`src/rtl/pc_redirect_fetch_if.sv`:
```
// Fetch-stage bus: hazard/redirect controls into the PC generator, fetch PC and flush status back out.
// The master modport belongs to the pipeline control side; the slave modport belongs to pc_redirect_fetch.
interface pc_redirect_fetch_if #(
    parameter int XLEN = 32
);
    logic            stall;
    logic            br_taken;
    logic [XLEN-1:0] br_target;
    logic [XLEN-1:0] pc_out;
    logic            valid_out;
    logic            flush_out;
    logic            misalign_out;

    modport master (
        output stall,
        output br_taken,
        output br_target,
        input  pc_out,
        input  valid_out,
        input  flush_out,
        input  misalign_out
    );

    modport slave (
        input  stall,
        input  br_taken,
        input  br_target,
        output pc_out,
        output valid_out,
        output flush_out,
        output misalign_out
    );
endinterface

```
`src/rtl/pc_redirect_fetch.sv`:
```
// Fetch-stage PC generator: +4 sequencing, stall hold, execute-stage redirect with a FLUSH_DEPTH-cycle flush train.
// Optional macro PC_MISALIGN_TRAP_EN steers misaligned redirect targets to TRAP_VECTOR and pulses misalign_out.
module pc_redirect_fetch #(
    parameter int              XLEN         = 32,
    parameter logic [XLEN-1:0] RESET_VECTOR = '0,
    parameter int              FLUSH_DEPTH  = 2
`ifdef PC_MISALIGN_TRAP_EN
    ,
    parameter logic [XLEN-1:0] TRAP_VECTOR  = XLEN'(32'h0000_0100)
`endif
) (
    input  logic               clk,
    input  logic               rst,
    pc_redirect_fetch_if.slave fetch_if
);

    typedef enum logic [1:0] {
        BOOT,
        RUN,
        FLUSH
    } state_e;

    localparam logic [2:0] FLUSH_CNT_INIT = 3'(FLUSH_DEPTH);

    state_e          state_q, state_d;
    logic [XLEN-1:0] pc_q, pc_d;
    logic            valid_q, valid_d;
    logic            flush_q, flush_d;
    logic [2:0]      flushCnt_q, flushCnt_d;
    logic [XLEN-1:0] redirectPc;

`ifdef PC_MISALIGN_TRAP_EN
    logic misalign_q, misalign_d;
    logic targetMisaligned;

    assign targetMisaligned = (fetch_if.br_target[1:0] != 2'b00);
    assign redirectPc       = targetMisaligned ? TRAP_VECTOR : fetch_if.br_target;

    // One-cycle pulse, registered on the same edge that loads the trap PC.
    always_comb begin
        misalign_d = 1'b0;
        if (state_q != BOOT && fetch_if.br_taken && targetMisaligned) begin
            misalign_d = 1'b1;
        end
    end

    always_ff @(posedge clk) begin
        if (rst) begin
            misalign_q <= 1'b0;
        end else begin
            misalign_q <= misalign_d;
        end
    end

    assign fetch_if.misalign_out = misalign_q;
`else
    assign redirectPc            = fetch_if.br_target;
    assign fetch_if.misalign_out = 1'b0;
`endif

    // Redirect outranks stall; the flush counter keeps running through stalls.
    always_comb begin
        state_d    = state_q;
        pc_d       = pc_q;
        valid_d    = valid_q;
        flush_d    = flush_q;
        flushCnt_d = flushCnt_q;
        case (state_q)
            BOOT: begin
                state_d = RUN;
                valid_d = 1'b1;
            end
            RUN, FLUSH: begin
                if (fetch_if.br_taken) begin
                    pc_d       = redirectPc;
                    valid_d    = 1'b1;
                    flushCnt_d = FLUSH_CNT_INIT;
                    flush_d    = 1'b1;
                    state_d    = FLUSH;
                end else begin
                    if (!fetch_if.stall) begin
                        pc_d = pc_q + XLEN'(4);
                    end
                    if (state_q == FLUSH) begin
                        flushCnt_d = flushCnt_q - 3'd1;
                        if (flushCnt_q == 3'd1) begin
                            flush_d = 1'b0;
                            state_d = RUN;
                        end
                    end
                end
            end
            default: begin
                state_d = BOOT;
            end
        endcase
    end

    always_ff @(posedge clk) begin
        if (rst) begin
            state_q    <= BOOT;
            pc_q       <= RESET_VECTOR;
            valid_q    <= 1'b0;
            flush_q    <= 1'b0;
            flushCnt_q <= 3'd0;
        end else begin
            state_q    <= state_d;
            pc_q       <= pc_d;
            valid_q    <= valid_d;
            flush_q    <= flush_d;
            flushCnt_q <= flushCnt_d;
        end
    end

    assign fetch_if.pc_out    = pc_q;
    assign fetch_if.valid_out = valid_q;
    assign fetch_if.flush_out = flush_q;

endmodule
```
`src/flat_wrapper.sv`:
```
// flat-port wrapper written by rule: the top's interface ports become plain ports
module pc_redirect_fetch_flat 
#(
    parameter int              XLEN         = 32,
    parameter logic [XLEN-1:0] RESET_VECTOR = '0,
    parameter int              FLUSH_DEPTH  = 2

)
  (clk, rst, fetch_if_stall, fetch_if_br_taken, fetch_if_br_target, fetch_if_pc_out, fetch_if_valid_out, fetch_if_flush_out, fetch_if_misalign_out);
  pc_redirect_fetch_if #(.XLEN(XLEN)) fetch_if_i ();
  input  logic clk;
  input  logic rst;
  input wire logic [$bits(fetch_if_i.stall)-1:0] fetch_if_stall;
  input wire logic [$bits(fetch_if_i.br_taken)-1:0] fetch_if_br_taken;
  input wire logic [$bits(fetch_if_i.br_target)-1:0] fetch_if_br_target;
  output wire logic [$bits(fetch_if_i.pc_out)-1:0] fetch_if_pc_out;
  output wire logic [$bits(fetch_if_i.valid_out)-1:0] fetch_if_valid_out;
  output wire logic [$bits(fetch_if_i.flush_out)-1:0] fetch_if_flush_out;
  output wire logic [$bits(fetch_if_i.misalign_out)-1:0] fetch_if_misalign_out;
  assign fetch_if_i.stall = fetch_if_stall;
  assign fetch_if_i.br_taken = fetch_if_br_taken;
  assign fetch_if_i.br_target = fetch_if_br_target;
  assign fetch_if_pc_out = fetch_if_i.pc_out;
  assign fetch_if_valid_out = fetch_if_i.valid_out;
  assign fetch_if_flush_out = fetch_if_i.flush_out;
  assign fetch_if_misalign_out = fetch_if_i.misalign_out;
  pc_redirect_fetch #(.XLEN(XLEN), .RESET_VECTOR(RESET_VECTOR), .FLUSH_DEPTH(FLUSH_DEPTH)) u_core (.clk(clk), .rst(rst), .fetch_if(fetch_if_i));
endmodule
```
`config.mk`:
```
export PLATFORM = sky130hd
export DESIGN_NAME = pc_redirect_fetch_flat
export DESIGN_NICKNAME = d
export VERILOG_FILES = /design/src/rtl/pc_redirect_fetch_if.sv /design/src/rtl/pc_redirect_fetch.sv /design/src/flat_wrapper.sv
export SDC_FILE = /design/constraint.sdc
export NUM_CORES = 1
export LEC_CHECK = 0
export ABC_AREA = 1
export ABC_CLOCK_PERIOD_IN_PS = 3600
export BUFFER_PORTS_ARGS = -buffer_cell sky130_fd_sc_hd__buf_2
export CAP_MARGIN = 25
export CORE_MARGIN = 2
export CORE_UTILIZATION = 58
export DETAILED_ROUTE_END_ITERATION = 7
export PLACE_DENSITY = 0.9
export SLEW_MARGIN = 20
export SYNTH_ARGS = -nofsm -noshare
export SYNTH_HDL_FRONTEND = slang
export SYNTH_SLANG_ARGS = --single-unit
```
`constraint.sdc`:
```
create_clock -name clk -period 3.6 [get_ports clk]
set_clock_uncertainty 0.1 [all_clocks]
set_input_delay 0.36 -clock clk [delete_from_list [all_inputs] [get_ports clk]]
set_output_delay 0.36 -clock clk [all_outputs]
set_load 0.005 [all_outputs]
```
==> impl_metrics.toml <==
[synthesis]
synthesis.area_mm2 = 0.00279
synth_compound_area_share_pct = 14.6
ys.flop_type = "dfxtp_1"
synth.distinct_cells = 34
synth_area_per_cell_um2 = 6.21
ys.warnings.count = 0
synthXorXnorAreaFrac_pct = 0
muxShareOfSynthArea_pct = 0
seq_area_frac_synth_pct = 28.0
synthArstFlopShare_pct = 0
synth_top_family_by_area = "simple AND/OR/NAND/NOR gates"
synth-simple-area-share_pct = 46.7
synth_edf_count = 0
syn-num-nets = 491
synthAdderAreaFrac_pct = 2.69
ys_ff_latch = 39
synthCells = 449

[routing]
num_vias = 3115
wl_per_cell_um = 13.2
ant_nets = 0
drt-total-wl_um = 7470
drc = 0
first_pass_iters = 4
dr.first_iter.drc_count = 226
via_per_inst = 5.51

[floorplanning]
core_area_mm2 = 0.00469
fp.dieW_um = 73.4
die_area_mm2 = 0.00538
start_util_pct = 59.5
ios = 71
dieHeight_um = 73.4
rows = 25

[clocking]
root_buffer = "clkbuf_8"
cts_buffer_depth = 2
h-tree-depth = 2
cts-resized-gates = 0
post-cts-setup-buffers = 0
cts.clk_slew.worst_paths_ns = 0.08
cts_made_buffers = 5
cts_tree = "built"
clock_latency_ns = 0.29
postCtsHoldBufs = 0
clkSinkCount = 39

[final_layout]
most-common-layout-cells = "144 x nand2_1, 69 x buf_2, 66 x nor2_1"
diodes = 0
drive_gt1_share_pct = 23.9
multi_input_area_mm2 = 0.00179
fin_area_mm2 = 0.00323
syn_to_final_growth_pct = 15.6
final_common_cell = "nand2_1"
final_nets = 552
fillerInstances = 406
finalCoreUtilization_pct = 68.7
regArea_um2 = 781

[grt]
antenna_found_initial = 0
grt_overflow = 0
first_global_vias = 2726
grt_pass1_wl_um = 12200
grt_use_total_pct = 28.6
grt_max_degree = 39

[timing]
fin_setup_tns_ns = 0
maxSlewViolCount = 0
worst-slew-pin-transition_ns = 0.821
rsz0062_at_grt = "false"
fin_crit_sh_pct = 62.8
maxClockFrequency_mhz = 442
setup_violations = 0
fin_crit_ns = 2.26
finalHoldViolations = 0
max_slew_margin_pct = 45.3

[power_and_ir_drop]
p_leak_nw = 1.36
total_power_mw = 1.38
ir_drop_uv = 353
power_density_mw_per_mm2 = 427

[outcome]
run_status = "complete, no violations"

[min_path]
hold_class = "input pin to flop"
hold_depth = 3

[worst_setup_path]
reg2reg_depth = 10
worstPathArrival_ns = 2.38
start_kind = "flop"
crit_required_ns = 3.72
cp_max_fo = 34
rrSetupSlack_ns = 1.34
endpoint_kind = "flop"
worstSetupPathType = "flop to flop"

[placement]
dpl.hpwl_um = 5400
placed_cell_area_mm2 = 0.00313
portBuffers = 69
finalWeightedCongestion = 0.867

[run]
maxCapViolations = 0
## synthesized netlist by cell type, types with 2 or more instances
library cell | count | area, um^2
nand2_1 | 144 | 541
dfxtp_1 | 39 | 781
buf_2 | 8 | 40.0
nor2_1 | 66 | 248
inv_2 | 7 | 26.3
a21oi_2 | 5 | 43.8
nand2_4 | 3 | 33.8
nor2_2 | 8 | 50.1
o21ai_0 | 17 | 85.1
nand2_2 | 8 | 50.1
o211ai_1 | 3 | 22.5
nor2_4 | 10 | 113
nand3_1 | 33 | 165
and2_1 | 2 | 12.5
inv_1 | 29 | 109
clkbuf_1 | 4 | 15.0
nor2_8 | 3 | 60.1
nor3_1 | 5 | 25.0
o31ai_1 | 3 | 22.5
a21oi_1 | 29 | 145
buf_4 | 2 | 15.0
ha_1 | 6 | 75.1
o21ai_1 | 4 | 20.0
## area by class of cell
cell class                 instances  share of cell area, %
clock buffer                       8                   3.10
inverter                          36                   4.19
tap                               54                   2.09
sequential                        39                   24.2
timing repair buffer              70                   10.9
multi-input combinational        358                   55.5
## stage by stage
stage	hold slack, ns	worst slack (ns)	std cells
after global routing	0.273	1.14	565
final	0.247	1.34	565
after CTS	0.246	1.34	565
after floorplan	0.343	1.93	449
after global placement	0.353	1.38	557
after detailed placement	0.356	1.33	557
## critical path, stage by stage, from the launching register on
cell and delay (ns):
dfxtp_1 0.37, inv_1 0.07, ha_1 0.37, nand2_4 0.16, inv_2 0.09, nor2_4 0.09
buf_4 0.32, inv_2 0.25, o21ai_1 0.16, nand2_1 0.08, a21oi_1 0.13
## metal layers
metal	part of all wire [%]	GRT usage, %
met5	0	0
met4	2.2	8.28
met3	7.6	4.66
met2	47	49.7
met1	43	36.3
## path summary, 6_finish.rpt
kind | startpoint | to
worst max register to register | u_core.state_q[0] | u_core.fetch_if.pc_out[15]
worst min-delay path | fetch_if_br_target[0] | u_core.fetch_if.pc_out[0]
worst max-delay path | u_core.state_q[0] | u_core.fetch_if.pc_out[15]
worst min register to register | u_core.flushCnt_q[1] | u_core.flushCnt_q[1]
## cells by family after synthesis
family	Yosys count
AO/OA/AOI/OAI	68
adder cells (fa/ha/maj)	6
buffers and inverters	52
flip-flops	39
other	1
AND/OR/NAND/NOR	283
## power breakdown
part / leakage (nW) / internal (mW) / switching, mW / total, mW
Clock: 0.0515 / 0.175 / 0.160 / 0.335
Combinational: 0.986 / 0.173 / 0.279 / 0.453
Sequential: 0.319 / 0.502 / 0.0880 / 0.590
## flip-flops by register name, summed over array words and instances, names as in the netlist
signal / flops
u_core.fetch_if.flush_out: 1
u_core.state_q: 2
u_core.flushCnt_q: 3
u_core.fetch_if.pc_out: 32
u_core.fetch_if.valid_out: 1
(Power assumes the default switching activity.)
